--- src/rtl/cache_miss_ctrl_if.sv ---
// Cache-side, memory-side and counter signals of the miss controller.
// The slave modport is the controller's view; master is the cache/memory side.
interface cache_miss_ctrl_if #(
  parameter int ADDRESS_WIDTH = 32,
  parameter int DATA_WIDTH    = 32,
  parameter int CNT_WIDTH     = 16
);
  logic                     miss_valid_i;
  logic                     miss_ready_o;
  logic [ADDRESS_WIDTH-1:0] miss_addr_i;
  logic                     victim_dirty_i;
  logic [ADDRESS_WIDTH-1:0] victim_addr_i;
  logic [DATA_WIDTH-1:0]    victim_data_i;
  logic                     refill_valid_o;
  logic                     refill_ready_i;
  logic [ADDRESS_WIDTH-1:0] refill_addr_o;
  logic [DATA_WIDTH-1:0]    refill_data_o;
  logic                     mem_req_o;
  logic                     mem_we_o;
  logic [ADDRESS_WIDTH-1:0] mem_addr_o;
  logic [DATA_WIDTH-1:0]    mem_wdata_o;
  logic                     mem_ack_i;
  logic [DATA_WIDTH-1:0]    mem_rdata_i;
  logic                     busy_o;
  logic [CNT_WIDTH-1:0]     miss_cnt_o;
  logic [CNT_WIDTH-1:0]     wb_cnt_o;

  modport slave (
    input  miss_valid_i, miss_addr_i, victim_dirty_i, victim_addr_i, victim_data_i,
           refill_ready_i, mem_ack_i, mem_rdata_i,
    output miss_ready_o, refill_valid_o, refill_addr_o, refill_data_o,
           mem_req_o, mem_we_o, mem_addr_o, mem_wdata_o, busy_o, miss_cnt_o, wb_cnt_o
  );

  modport master (
    output miss_valid_i, miss_addr_i, victim_dirty_i, victim_addr_i, victim_data_i,
           refill_ready_i, mem_ack_i, mem_rdata_i,
    input  miss_ready_o, refill_valid_o, refill_addr_o, refill_data_o,
           mem_req_o, mem_we_o, mem_addr_o, mem_wdata_o, busy_o, miss_cnt_o, wb_cnt_o
  );
endinterface

--- src/rtl/cache_miss_ctrl.sv ---
// Single-line cache miss controller: optional dirty-victim writeback, line fill,
// then refill handshake back to the cache, with saturating miss/writeback counters.
module cache_miss_ctrl #(
  parameter int ADDRESS_WIDTH = 32,
  parameter int DATA_WIDTH    = 32,
  parameter int CNT_WIDTH     = 16
) (
  input  logic             clk_i,
  input  logic             rst_ni,
  cache_miss_ctrl_if.slave bus
);
  typedef enum logic [1:0] {IDLE, WB, FILL, RESP} state_e;

  state_e                   state_q, state_d;
  logic [ADDRESS_WIDTH-1:0] miss_addr_q, miss_addr_d;
  logic [ADDRESS_WIDTH-1:0] mem_addr_q, mem_addr_d;
  logic [DATA_WIDTH-1:0]    mem_wdata_q, mem_wdata_d;
  logic [DATA_WIDTH-1:0]    refill_data_q, refill_data_d;
  logic [CNT_WIDTH-1:0]     miss_cnt_q, miss_cnt_d;
  logic [CNT_WIDTH-1:0]     wb_cnt_q, wb_cnt_d;

  always_ff @(posedge clk_i or negedge rst_ni) begin
    if (!rst_ni) begin
      state_q       <= IDLE;
      miss_addr_q   <= '0;
      mem_addr_q    <= '0;
      mem_wdata_q   <= '0;
      refill_data_q <= '0;
      miss_cnt_q    <= '0;
      wb_cnt_q      <= '0;
    end else begin
      state_q       <= state_d;
      miss_addr_q   <= miss_addr_d;
      mem_addr_q    <= mem_addr_d;
      mem_wdata_q   <= mem_wdata_d;
      refill_data_q <= refill_data_d;
      miss_cnt_q    <= miss_cnt_d;
      wb_cnt_q      <= wb_cnt_d;
    end
  end

  always_comb begin
    state_d       = state_q;
    miss_addr_d   = miss_addr_q;
    mem_addr_d    = mem_addr_q;
    mem_wdata_d   = mem_wdata_q;
    refill_data_d = refill_data_q;
    miss_cnt_d    = miss_cnt_q;
    wb_cnt_d      = wb_cnt_q;
    unique case (state_q)
      IDLE: if (bus.miss_valid_i) begin
        miss_addr_d = bus.miss_addr_i;
        if (miss_cnt_q != '1) miss_cnt_d = miss_cnt_q + 1'b1;
        // The memory address register is preloaded with whichever address goes out first.
        if (bus.victim_dirty_i) begin
          mem_addr_d  = bus.victim_addr_i;
          mem_wdata_d = bus.victim_data_i;
          state_d     = WB;
        end else begin
          mem_addr_d  = bus.miss_addr_i;
          state_d     = FILL;
        end
      end
      WB: if (bus.mem_ack_i) begin
        mem_addr_d = miss_addr_q;
        if (wb_cnt_q != '1) wb_cnt_d = wb_cnt_q + 1'b1;
        state_d    = FILL;
      end
      FILL: if (bus.mem_ack_i) begin
        refill_data_d = bus.mem_rdata_i;
        state_d       = RESP;
      end
      RESP: if (bus.refill_ready_i) state_d = IDLE;
      default: state_d = IDLE;
    endcase
  end

  assign bus.miss_ready_o   = (state_q == IDLE);
  assign bus.busy_o         = (state_q != IDLE);
  assign bus.mem_req_o      = (state_q == WB) || (state_q == FILL);
  assign bus.mem_we_o       = (state_q == WB);
  assign bus.mem_addr_o     = mem_addr_q;
  assign bus.mem_wdata_o    = mem_wdata_q;
  assign bus.refill_valid_o = (state_q == RESP);
  assign bus.refill_addr_o  = miss_addr_q;
  assign bus.refill_data_o  = refill_data_q;
  assign bus.miss_cnt_o     = miss_cnt_q;
  assign bus.wb_cnt_o       = wb_cnt_q;
endmodule

--- src/flat_wrapper.sv ---
// flat-port wrapper written by rule: the top's interface ports become plain ports
module cache_miss_ctrl_flat 
#(
  parameter int ADDRESS_WIDTH = 32,
  parameter int DATA_WIDTH    = 32,
  parameter int CNT_WIDTH     = 16
)
  (clk_i, rst_ni, bus_miss_valid_i, bus_miss_addr_i, bus_victim_dirty_i, bus_victim_addr_i, bus_victim_data_i, bus_refill_ready_i, bus_mem_ack_i, bus_mem_rdata_i, bus_miss_ready_o, bus_refill_valid_o, bus_refill_addr_o, bus_refill_data_o, bus_mem_req_o, bus_mem_we_o, bus_mem_addr_o, bus_mem_wdata_o, bus_busy_o, bus_miss_cnt_o, bus_wb_cnt_o);
  cache_miss_ctrl_if #(.ADDRESS_WIDTH(ADDRESS_WIDTH), .DATA_WIDTH(DATA_WIDTH), .CNT_WIDTH(CNT_WIDTH)) bus_i ();
  input  logic clk_i;
  input  logic rst_ni;
  input wire logic [$bits(bus_i.miss_valid_i)-1:0] bus_miss_valid_i;
  input wire logic [$bits(bus_i.miss_addr_i)-1:0] bus_miss_addr_i;
  input wire logic [$bits(bus_i.victim_dirty_i)-1:0] bus_victim_dirty_i;
  input wire logic [$bits(bus_i.victim_addr_i)-1:0] bus_victim_addr_i;
  input wire logic [$bits(bus_i.victim_data_i)-1:0] bus_victim_data_i;
  input wire logic [$bits(bus_i.refill_ready_i)-1:0] bus_refill_ready_i;
  input wire logic [$bits(bus_i.mem_ack_i)-1:0] bus_mem_ack_i;
  input wire logic [$bits(bus_i.mem_rdata_i)-1:0] bus_mem_rdata_i;
  output wire logic [$bits(bus_i.miss_ready_o)-1:0] bus_miss_ready_o;
  output wire logic [$bits(bus_i.refill_valid_o)-1:0] bus_refill_valid_o;
  output wire logic [$bits(bus_i.refill_addr_o)-1:0] bus_refill_addr_o;
  output wire logic [$bits(bus_i.refill_data_o)-1:0] bus_refill_data_o;
  output wire logic [$bits(bus_i.mem_req_o)-1:0] bus_mem_req_o;
  output wire logic [$bits(bus_i.mem_we_o)-1:0] bus_mem_we_o;
  output wire logic [$bits(bus_i.mem_addr_o)-1:0] bus_mem_addr_o;
  output wire logic [$bits(bus_i.mem_wdata_o)-1:0] bus_mem_wdata_o;
  output wire logic [$bits(bus_i.busy_o)-1:0] bus_busy_o;
  output wire logic [$bits(bus_i.miss_cnt_o)-1:0] bus_miss_cnt_o;
  output wire logic [$bits(bus_i.wb_cnt_o)-1:0] bus_wb_cnt_o;
  assign bus_i.miss_valid_i = bus_miss_valid_i;
  assign bus_i.miss_addr_i = bus_miss_addr_i;
  assign bus_i.victim_dirty_i = bus_victim_dirty_i;
  assign bus_i.victim_addr_i = bus_victim_addr_i;
  assign bus_i.victim_data_i = bus_victim_data_i;
  assign bus_i.refill_ready_i = bus_refill_ready_i;
  assign bus_i.mem_ack_i = bus_mem_ack_i;
  assign bus_i.mem_rdata_i = bus_mem_rdata_i;
  assign bus_miss_ready_o = bus_i.miss_ready_o;
  assign bus_refill_valid_o = bus_i.refill_valid_o;
  assign bus_refill_addr_o = bus_i.refill_addr_o;
  assign bus_refill_data_o = bus_i.refill_data_o;
  assign bus_mem_req_o = bus_i.mem_req_o;
  assign bus_mem_we_o = bus_i.mem_we_o;
  assign bus_mem_addr_o = bus_i.mem_addr_o;
  assign bus_mem_wdata_o = bus_i.mem_wdata_o;
  assign bus_busy_o = bus_i.busy_o;
  assign bus_miss_cnt_o = bus_i.miss_cnt_o;
  assign bus_wb_cnt_o = bus_i.wb_cnt_o;
  cache_miss_ctrl #(.ADDRESS_WIDTH(ADDRESS_WIDTH), .DATA_WIDTH(DATA_WIDTH), .CNT_WIDTH(CNT_WIDTH)) u_core (.clk_i(clk_i), .rst_ni(rst_ni), .bus(bus_i));
endmodule
--- config.mk ---
export PLATFORM = sky130hd
export DESIGN_NAME = cache_miss_ctrl_flat
export DESIGN_NICKNAME = d
export VERILOG_FILES = /design/src/rtl/cache_miss_ctrl_if.sv /design/src/rtl/cache_miss_ctrl.sv /design/src/flat_wrapper.sv
export SDC_FILE = /design/constraint.sdc
export NUM_CORES = 1
export LEC_CHECK = 0
export CORE_AREA = 2 2 133 135
export CTS_BUF_LIST = sky130_fd_sc_hd__clkbuf_4
export DETAILED_ROUTE_END_ITERATION = 10
export DIE_AREA = 0 0 135 137
export MAX_ROUTING_LAYER = met4
export PLACE_DENSITY = 0.8
export SLEW_MARGIN = 20
export SYNTH_ARGS = -nofsm -noshare
export SYNTH_HDL_FRONTEND = slang
export SYNTH_SLANG_ARGS = --single-unit
--- constraint.sdc ---
create_clock -name clk_i -period 4.11 [get_ports clk_i]
set_clock_uncertainty 0.05 [all_clocks]
set_input_delay 0.411 -clock clk_i [delete_from_list [all_inputs] [get_ports clk_i]]
set_output_delay 0.411 -clock clk_i [all_outputs]
set_load 0.03 [all_outputs]
Word level (Yosys, flattened, before mapping):

Cells that the tools add are included.

* input port bits: 134
* output and inout bits: 165
* register bits: 162
* word-level logic and storage cells: 39

* reduce and logical (&&, ||, !) cells: 11
* muxes and demuxes: 10
* eq/ne operators: 9
* add/sub/neg operators: 2

Operators by type and width (count)
* $mux W32: 3
* $pmux W32 S2: 1
* $add A16 B1 Y16 const B: 2
* $ne A16 B16 Y1 const B: 2
* $reduce_and A3 Y1: 4
* $mux W2: 5
* $ne A2 B2 Y1 const B: 4
* $pmux W2 S4: 1
* $eq A2 B2 Y1 const B: 2
* $reduce_and A2 Y1: 2
* $reduce_and A4 Y1: 1
* $reduce_bool A2 Y1: 2
* $eq A2 B1 Y1 const B: 1
* $logic_not A2 Y1: 1
* $logic_or A1 B1 Y1: 1

Depth between registers and ports, before layout:

Gate-level depths: netlist (run 1).

* depth in word-level cells: 3
* mapped depth: 7
* depth with buffers taken out: 6

Least setup slack after synthesis (run 1):

Ideal clock, no wire load.

* path type: register to register
* from: register u_core.state_q[0]
* to: register u_core.miss_cnt_q[10] (netlist: u_core.bus.miss_cnt_o[10])
* buffers on the path: 1
* setup slack: 1.967 ns
* stages on the path, launching flop included: 8
* setup time: 0.081 ns
* clock period less this slack: 2.143 ns
* data required time: 3.979 ns
* arrival time: 2.012 ns
* path through: dfrtp_1 inv_1 ha_1 nand2_1 or3_1 buf_6 nor4_1 xor2_1

* cells in the longest elaborated chain, start to end: 2

Ends and longest elaborated chain
* from (decl): RTL line cache_miss_ctrl.sv:14 `state_e state_q, state_d;`
* from (signal assigned): RTL line cache_miss_ctrl.sv:32 `state_q <= state_d;`
* $logic_not A2 Y1
* net bus_miss_ready_o: RTL line flat_wrapper.sv:20 `output wire logic [$bits(bus_i.miss_ready_o)-1:0] bus_miss_ready_o;`
* $reduce_and A3 Y1 (no source line)
* to (signal assigned): RTL line cache_miss_ctrl.sv:37 `miss_cnt_q <= miss_cnt_d;`
* to (decl): RTL line cache_miss_ctrl.sv:19 `logic [CNT_WIDTH-1:0] miss_cnt_q, miss_cnt_d;`

The timed path passes the listed nets, and every way through them passes these cells.
A chain may end at the register's enable or synchronous reset.

Worst setup path after layout (run 1):

* from: register u_core.state_q[1]
* to: output port bus_mem_we_o

* cells in the longest elaborated chain, start to end: 1

Ends and longest elaborated chain
* $eq A2 B1 Y1: RTL line cache_miss_ctrl.sv:81 `assign bus.mem_we_o = (state_q == WB);`
* to (decl): RTL line flat_wrapper.sv:25 `output wire logic [$bits(bus_i.mem_we_o)-1:0] bus_mem_we_o;`

No other way between the ends.

==> flow_summary.toml, run 1 <==
[run_status]
status = "completed"

[pwr]
power_mw = 8.08
p_per_area_mw_per_mm2 = 768
ir_drop_uv = 397
p_leak_nw = 4.54

[logic_synthesis]
ys_ff_latch = 162
syn_area_mm2 = 0.00705
synth_edf_count = 0
ys_seq_area_share_pct = 57.5
yosysWarnings = 0
async_flop_share_pct = 100
synth_cell_types = 38
synth_ff_type = "dfrtp_1"
synthCells = 578
avgSynthCellArea_um2 = 12.2
syn_nets = 718

[global_route]
grt_max_degree = 101
antenna_found_initial = 1
grt_pass1_vias = 5432
overflow = 0
grt_use_total_pct = 20.3
grt_pass1_wl_um = 28200

[final_layout]
multi_input_area_mm2 = 0.00287
fin_util_pct = 61.7
final_common_cell = "clkdlybuf4s50_1"
fill_cells = 1408
register_area_mm2 = 0.00405
fin_nets = 1015
syn2layout_area_growth_pct = 49.3
layout_common_cells = "clkdlybuf4s50_1 (296), dfrtp_1 (162), mux2_2 (102)"
drive_above_1_share_pct = 16.8

[floorplanning]
die_width_um = 135
initial_core_util_pct = 41.3
fp.coreArea_mm2 = 0.0171
row_count = 48
io_pins = 299
die_height_um = 137
die_area_mm2 = 0.0185

[drt]
vias = 5493
drc = 0
vias_per_cell = 4.93
drt-total-wl_um = 18600
wl_per_cell_um = 16.7
drt-pass1-iter-count = 4
ant_nets = 0
initialDrtViolationCount = 197

[setup_path]
cp-start-kind = "register"
r2r_setup_slack_ns = 1.47
crit_arrival_ns = 2.39
reg2reg_from = "u_core.state_q[1]"
rr_worst_depth = 6
worstSetupEndpointType = "primary output"
r2r_end = "u_core.bus.mem_addr_o[0]"
cp_max_fo = 26
crit_chain = "inv_1, ha_2, clkdlybuf4s50_1"
critPathMaxStageDelay_ns = 0.80
cp.required_ns = 3.65
slowest_stage = "clkdlybuf4s50_1"
worst-setup-path-type = "reg -> out"

[sta]
hold_viol = 0
tns_ns = 0
fin_crit_ns = 2.85
rsz0062_at_grt = "no"
worst_pin_slew_ns = 1.12
setup_ws_ns = 1.26
maxSlewHeadroom_pct = 25.6
holdWs_ns = 0.415
slew_viol_final = 0
fmax_ghz = 0.351
setup_viol = 0
fin_crit_sh_pct = 69.3

[worst_hold_path]
hp-start = "bus_victim_data_i[6]"
min_path_cells = 2
hold_class = "in -> reg"
min_to = "u_core.bus.mem_wdata_o[6]"

[clocking]
post_cts_resized = 0
cts_tree = "built"
clk_pin_slew_worst_paths_ns = 0.14
cts_made_buffers = 17
cts_sinks = 162
clk_latency_ns = 0.54
ctsHoldBuffers = 1
cts-root-buf = "clkbuf_4"
ctsHtreeMaxLevel = 4
post_cts_buffers = 0
cts_max_path_buffers = 2

[place]
place_congestion = 0.840
hpwl_um = 13600
io_buffers = 298
pre_cts_ws_ns = 1.43

[flow_run]
maxCapViolations = 0
==> cells by family (layout without fill, tap and decap cells) <==
logic type,count (synthesis),count (layout),share of synthesized area [%]
adder cells (fa/ha/maj),6,6,1.06
other,0,1,0
buffers and inverters,35,345,2.04
AND/OR/NAND/NOR,138,138,9.39
XOR/XNOR,23,23,2.86
flip-flops,162,162,57.5
AO/OA/AOI/OAI,79,79,6.16
multiplexers,135,135,21.0
==> critical path, delay by kind of cell, from the launching register on <==
| family | cells | cell delay, ns |
|---|---|---|
| buffers and inverters | 2 | 0.91 |
| DFF | 1 | 0.42 |
| adders and majority gates | 1 | 0.51 |
==> per-layer routing <==
layer | global-route usage (%) | vias to the layer above | share of wire (%) | wire length (µm)
met2 | 33.0 | 220 | 49 | 9010
li1 | - | 2634 | - | -
met4 | 6.83 | 0 | 1.8 | 333
met1 | 24.6 | 2611 | 41 | 7700
met3 | 5.85 | 28 | 8.2 | 1520
met5 | - | - | 0 | 0
==> power breakdown <==
part	internal, mW	total (mW)	switching [mW]
sequential	2.28	2.72	0.436
combinational	1.97	4.49	2.52
clock	0.311	0.874	0.562
total	4.56	8.08	3.52
==> worst max-delay path by stage <==
stage	startpoint	cells after the start	endpoint	slack, ns
6_report	u_core.state_q[1]	3	bus_mem_we_o	1.26
3_5_place_dp	u_core.state_q[1]	6	u_core.bus.mem_addr_o[5]	1.43
4_1_cts	u_core.state_q[1]	3	bus_mem_we_o	1.17
5_1_grt	u_core.state_q[1]	3	bus_mem_we_o	1.10
3_3_place_gp	bus_mem_ack_i	5	u_core.bus.mem_addr_o[8]	1.53
2_1_floorplan	u_core.state_q[0]	7	u_core.bus.miss_cnt_o[10]	1.97
==> through the flow <==
| stage | cells | cell area (µm²) |
|---|---|---|
| after floorplan | 578 | 7050 |
| after global placement | 1080 | 10300 |
| after detailed placement | 1080 | 10300 |
| after CTS | 1113 | 10500 |
| after global routing | 1114 | 10500 |
| final | 1114 | 10500 |
==> sequential cells by signal (all words and copies together) (netlist names) <==
signal                    flops
u_core.bus.mem_addr_o        32
u_core.bus.mem_wdata_o       32
u_core.bus.miss_cnt_o        16
u_core.bus.refill_addr_o     32
u_core.bus.refill_data_o     32
u_core.bus.wb_cnt_o          16
u_core.state_q                2
==> synth_stat cells, types with 2 or more instances <==
master | count | share of area (%)
o21ai_0 | 35 | 2.5
nor2_1 | 44 | 2.3
a21oi_1 | 36 | 2.6
nand4_2 | 2 | 0.35
mux2i_1 | 33 | 4.7
xor2_1 | 18 | 2.2
nor4_1 | 8 | 0.71
buf_1 | 8 | 0.43
nand2_1 | 44 | 2.3
ha_1 | 6 | 1.1
clkbuf_1 | 15 | 0.80
xnor2_1 | 5 | 0.62
dfrtp_1 | 162 | 58
nand3_1 | 9 | 0.64
nor3_1 | 8 | 0.57
mux2_2 | 102 | 16
or3_1 | 2 | 0.18
inv_1 | 7 | 0.37
nand4_1 | 11 | 0.98
nand2b_1 | 2 | 0.18
buf_2 | 4 | 0.28
==> final cells by class <==
type	instances	share of cell area, %
Inverter	7	0.250
Antenna cell	1	0.0238
Tap cell	225	2.67
Clock buffer	19	1.36
Sequential cell	162	38.5
Multi-Input combinational cell	381	27.2
Timing Repair Buffer	306	28.9
Clock inverter	13	1.03
Power figures use the tool's default switching activity.
==> inputs of run 2 (changes only) <==
--- a/config.mk
+++ b/config.mk
@@ -5,10 +5,10 @@
 export SDC_FILE = /design/constraint.sdc
 export NUM_CORES = 1
 export LEC_CHECK = 0
-export CORE_AREA = 2 2 133 135
+export CORE_AREA = 2 2 136 138
 export CTS_BUF_LIST = sky130_fd_sc_hd__clkbuf_4
 export DETAILED_ROUTE_END_ITERATION = 10
-export DIE_AREA = 0 0 135 137
+export DIE_AREA = 0 0 138 140
 export MAX_ROUTING_LAYER = met4
 export PLACE_DENSITY = 0.8
 export SLEW_MARGIN = 20
==> constraint.sdc (replaced) <==
create_clock -name clk_i -period 2.5 [get_ports clk_i]
set_clock_uncertainty 0.05 [all_clocks]
set_input_delay 0.25 -clock clk_i [delete_from_list [all_inputs] [get_ports clk_i]]
set_output_delay 0.25 -clock clk_i [all_outputs]
set_load 0.03 [all_outputs]
==> flow_summary.toml, run 2 (same netlist as run 1, synthesis figures left out) <==
[floorplanning]
io_pins = 299
die_height_um = 140
die_area_mm2 = 0.0193
die_width_um = 138
initial_core_util_pct = 39.6
row_count = 49
fp.coreArea_mm2 = 0.0178

[pwr]
p_leak_nw = 4.59
power_switching_mw = 5.84
pwr-share-comb_pct = 55.0
seq_power_share_pct = 33.1
ir_drop_uv = 777
p_int_mw = 7.63
swShare_pct = 43.3
power_frac_clock_pct = 11.9
p_per_area_mw_per_mm2 = 1270

[setup_path]
endpoint = "bus_mem_req_o"
cp-start-kind = "register"
critPathMaxStageDelay_ns = 0.70
crit_chain = "inv_1, ha_1, clkdlybuf4s50_1"
r2r_setup_slack_ns = 0.39
worst-setup-path-type = "reg -> out"
crit_arrival_ns = 2.08
worstSetupEndpointType = "primary output"
startpoint = "u_core.state_q[0]"
rr_worst_depth = 6
r2r_end = "u_core.bus.miss_cnt_o[13]"
cp_max_fo = 4
cp.required_ns = 2.20
slowest_stage = "clkdlybuf4s50_1"
reg2reg_from = "u_core.state_q[0]"

[drt]
drt-pass1-iter-count = 4
drc = 0
ant_nets = 0
vias_per_cell = 4.91
drt-total-wl_um = 18800
wl_per_cell_um = 16.8
initialDrtViolationCount = 253
vias = 5494

[final_layout]
final_common_cell = "clkdlybuf4s50_1"
fin_nets = 1018
layout_common_cells = "clkdlybuf4s50_1 (294), dfrtp_1 (162), mux2_2 (102)"
diodes = 0
fin_util_pct = 59.8
syn2layout_area_growth_pct = 50.9
drive_above_1_share_pct = 17.2

[sta]
rsz0062_at_grt = "no"
maxSlewHeadroom_pct = 63.1
fin_crit_sh_pct = 95.1
worst_pin_slew_ns = 0.553
fmax_ghz = 0.420
fin_crit_ns = 2.38
slew_viol_final = 0
tns_ns = 0
hold_viol = 0
setup_viol = 0

[clocking]
cts_max_path_buffers = 2
clk_latency_ns = 0.56
clk_pin_slew_worst_paths_ns = 0.15
cts_made_buffers = 17
cts-root-buf = "clkbuf_4"
ctsHtreeMaxLevel = 4
cts_sinks = 162
cts_tree = "built"

[run_status]
status = "completed"

[global_route]
antenna_found_initial = 0
grt_use_total_pct = 20.3
grt_pass1_vias = 5510
grt_max_degree = 74
overflow = 0
grt_pass1_wl_um = 30400

[flow_run]
maxCapViolations = 0

[place]
io_buffers = 298
place_congestion = 0.849
hpwl_um = 13900

[worst_hold_path]
hold_class = "in -> async"
==> run 2: cell count changes in the layout (fill, tap and decap cells not counted), moves of 2 or more <==
cell,change
clkinv_2,-2
clkinv_4,+2
buf_12,+4
clkdlybuf4s50_1,-2
dlygate4sd2_1,+2
==> run 2: per-stage QoR <==
stage | total power [mW] | hold slack, ns | instance area, µm² | setup slack (ns) | cells
3_5_place_dp | 12.0 | 0.172 | 10300 | 0.341 | 1087
5_1_grt | 14.2 | 0.125 | 10600 | 0.0175 | 1120
2_1_floorplan | 8.70 | -0.0956 | 7050 | 0.357 | 578
4_1_cts | 13.6 | 0.0876 | 10600 | 0.0671 | 1120
6_report | 13.5 | 0.110 | 10600 | 0.121 | 1120
3_3_place_gp | 11.9 | 0.171 | 10300 | 0.550 | 1087
==> run 2: critical path, delay by kind of cell (launching register included) <==
family,cells,cell delay [ns]
flops,1,0.42
fa+ha+maj,1,0.33
buf+inv,2,0.78
==> run 2: what timing repair did <==
action	CTS	global route
gates resized for setup	2	0
endpoints found under the hold margin	84	0
endpoints found under the setup margin	2	0
hold buffers	1	0
buffers inserted	0	0
==> run 2: worst min path at each step <==
stage           start                       end  slack, ns
2_1_floorplan  rst_ni  u_core.bus.mem_addr_o[0]       -0.1
3_3_place_gp   rst_ni    u_core.bus.wb_cnt_o[3]       0.17
3_5_place_dp   rst_ni    u_core.bus.wb_cnt_o[3]       0.17
4_1_cts        rst_ni    u_core.bus.wb_cnt_o[3]       0.09
5_1_grt        rst_ni    u_core.bus.wb_cnt_o[3]       0.13
6_report       rst_ni    u_core.bus.wb_cnt_o[3]       0.11
==> run 2: power groups by stage <==
stage               Combinational, mW  Sequential (mW)  Clock [mW]
finish                           7.40             4.46        1.61
CTS                              7.50             4.46        1.67
global route                     7.86             4.61        1.77
detailed placement               7.50             4.52           0
global placement                 7.42             4.47           0
floorplan                        2.04             6.65           0
==> run 2: cell type report <==
class | count | area [µm²]
fillers | 1512 | 7140
well taps | 229 | 287
multi-input cells | 381 | 2870
inverters | 7 | 26.3
clock inverters | 14 | 154
clock buffers | 18 | 135
flip-flops and latches | 162 | 4050
repair buffers | 309 | 3110
==> run 2: per-layer routing <==
layer  up-vias  GRT usage (%)  share of wire [%]
met2       198           33.5                 50
met4         0           5.32                1.1
met5         -              -                  0
li1       2638              -                  -
met1      2645           25.3                 43
met3        13           4.92                5.6
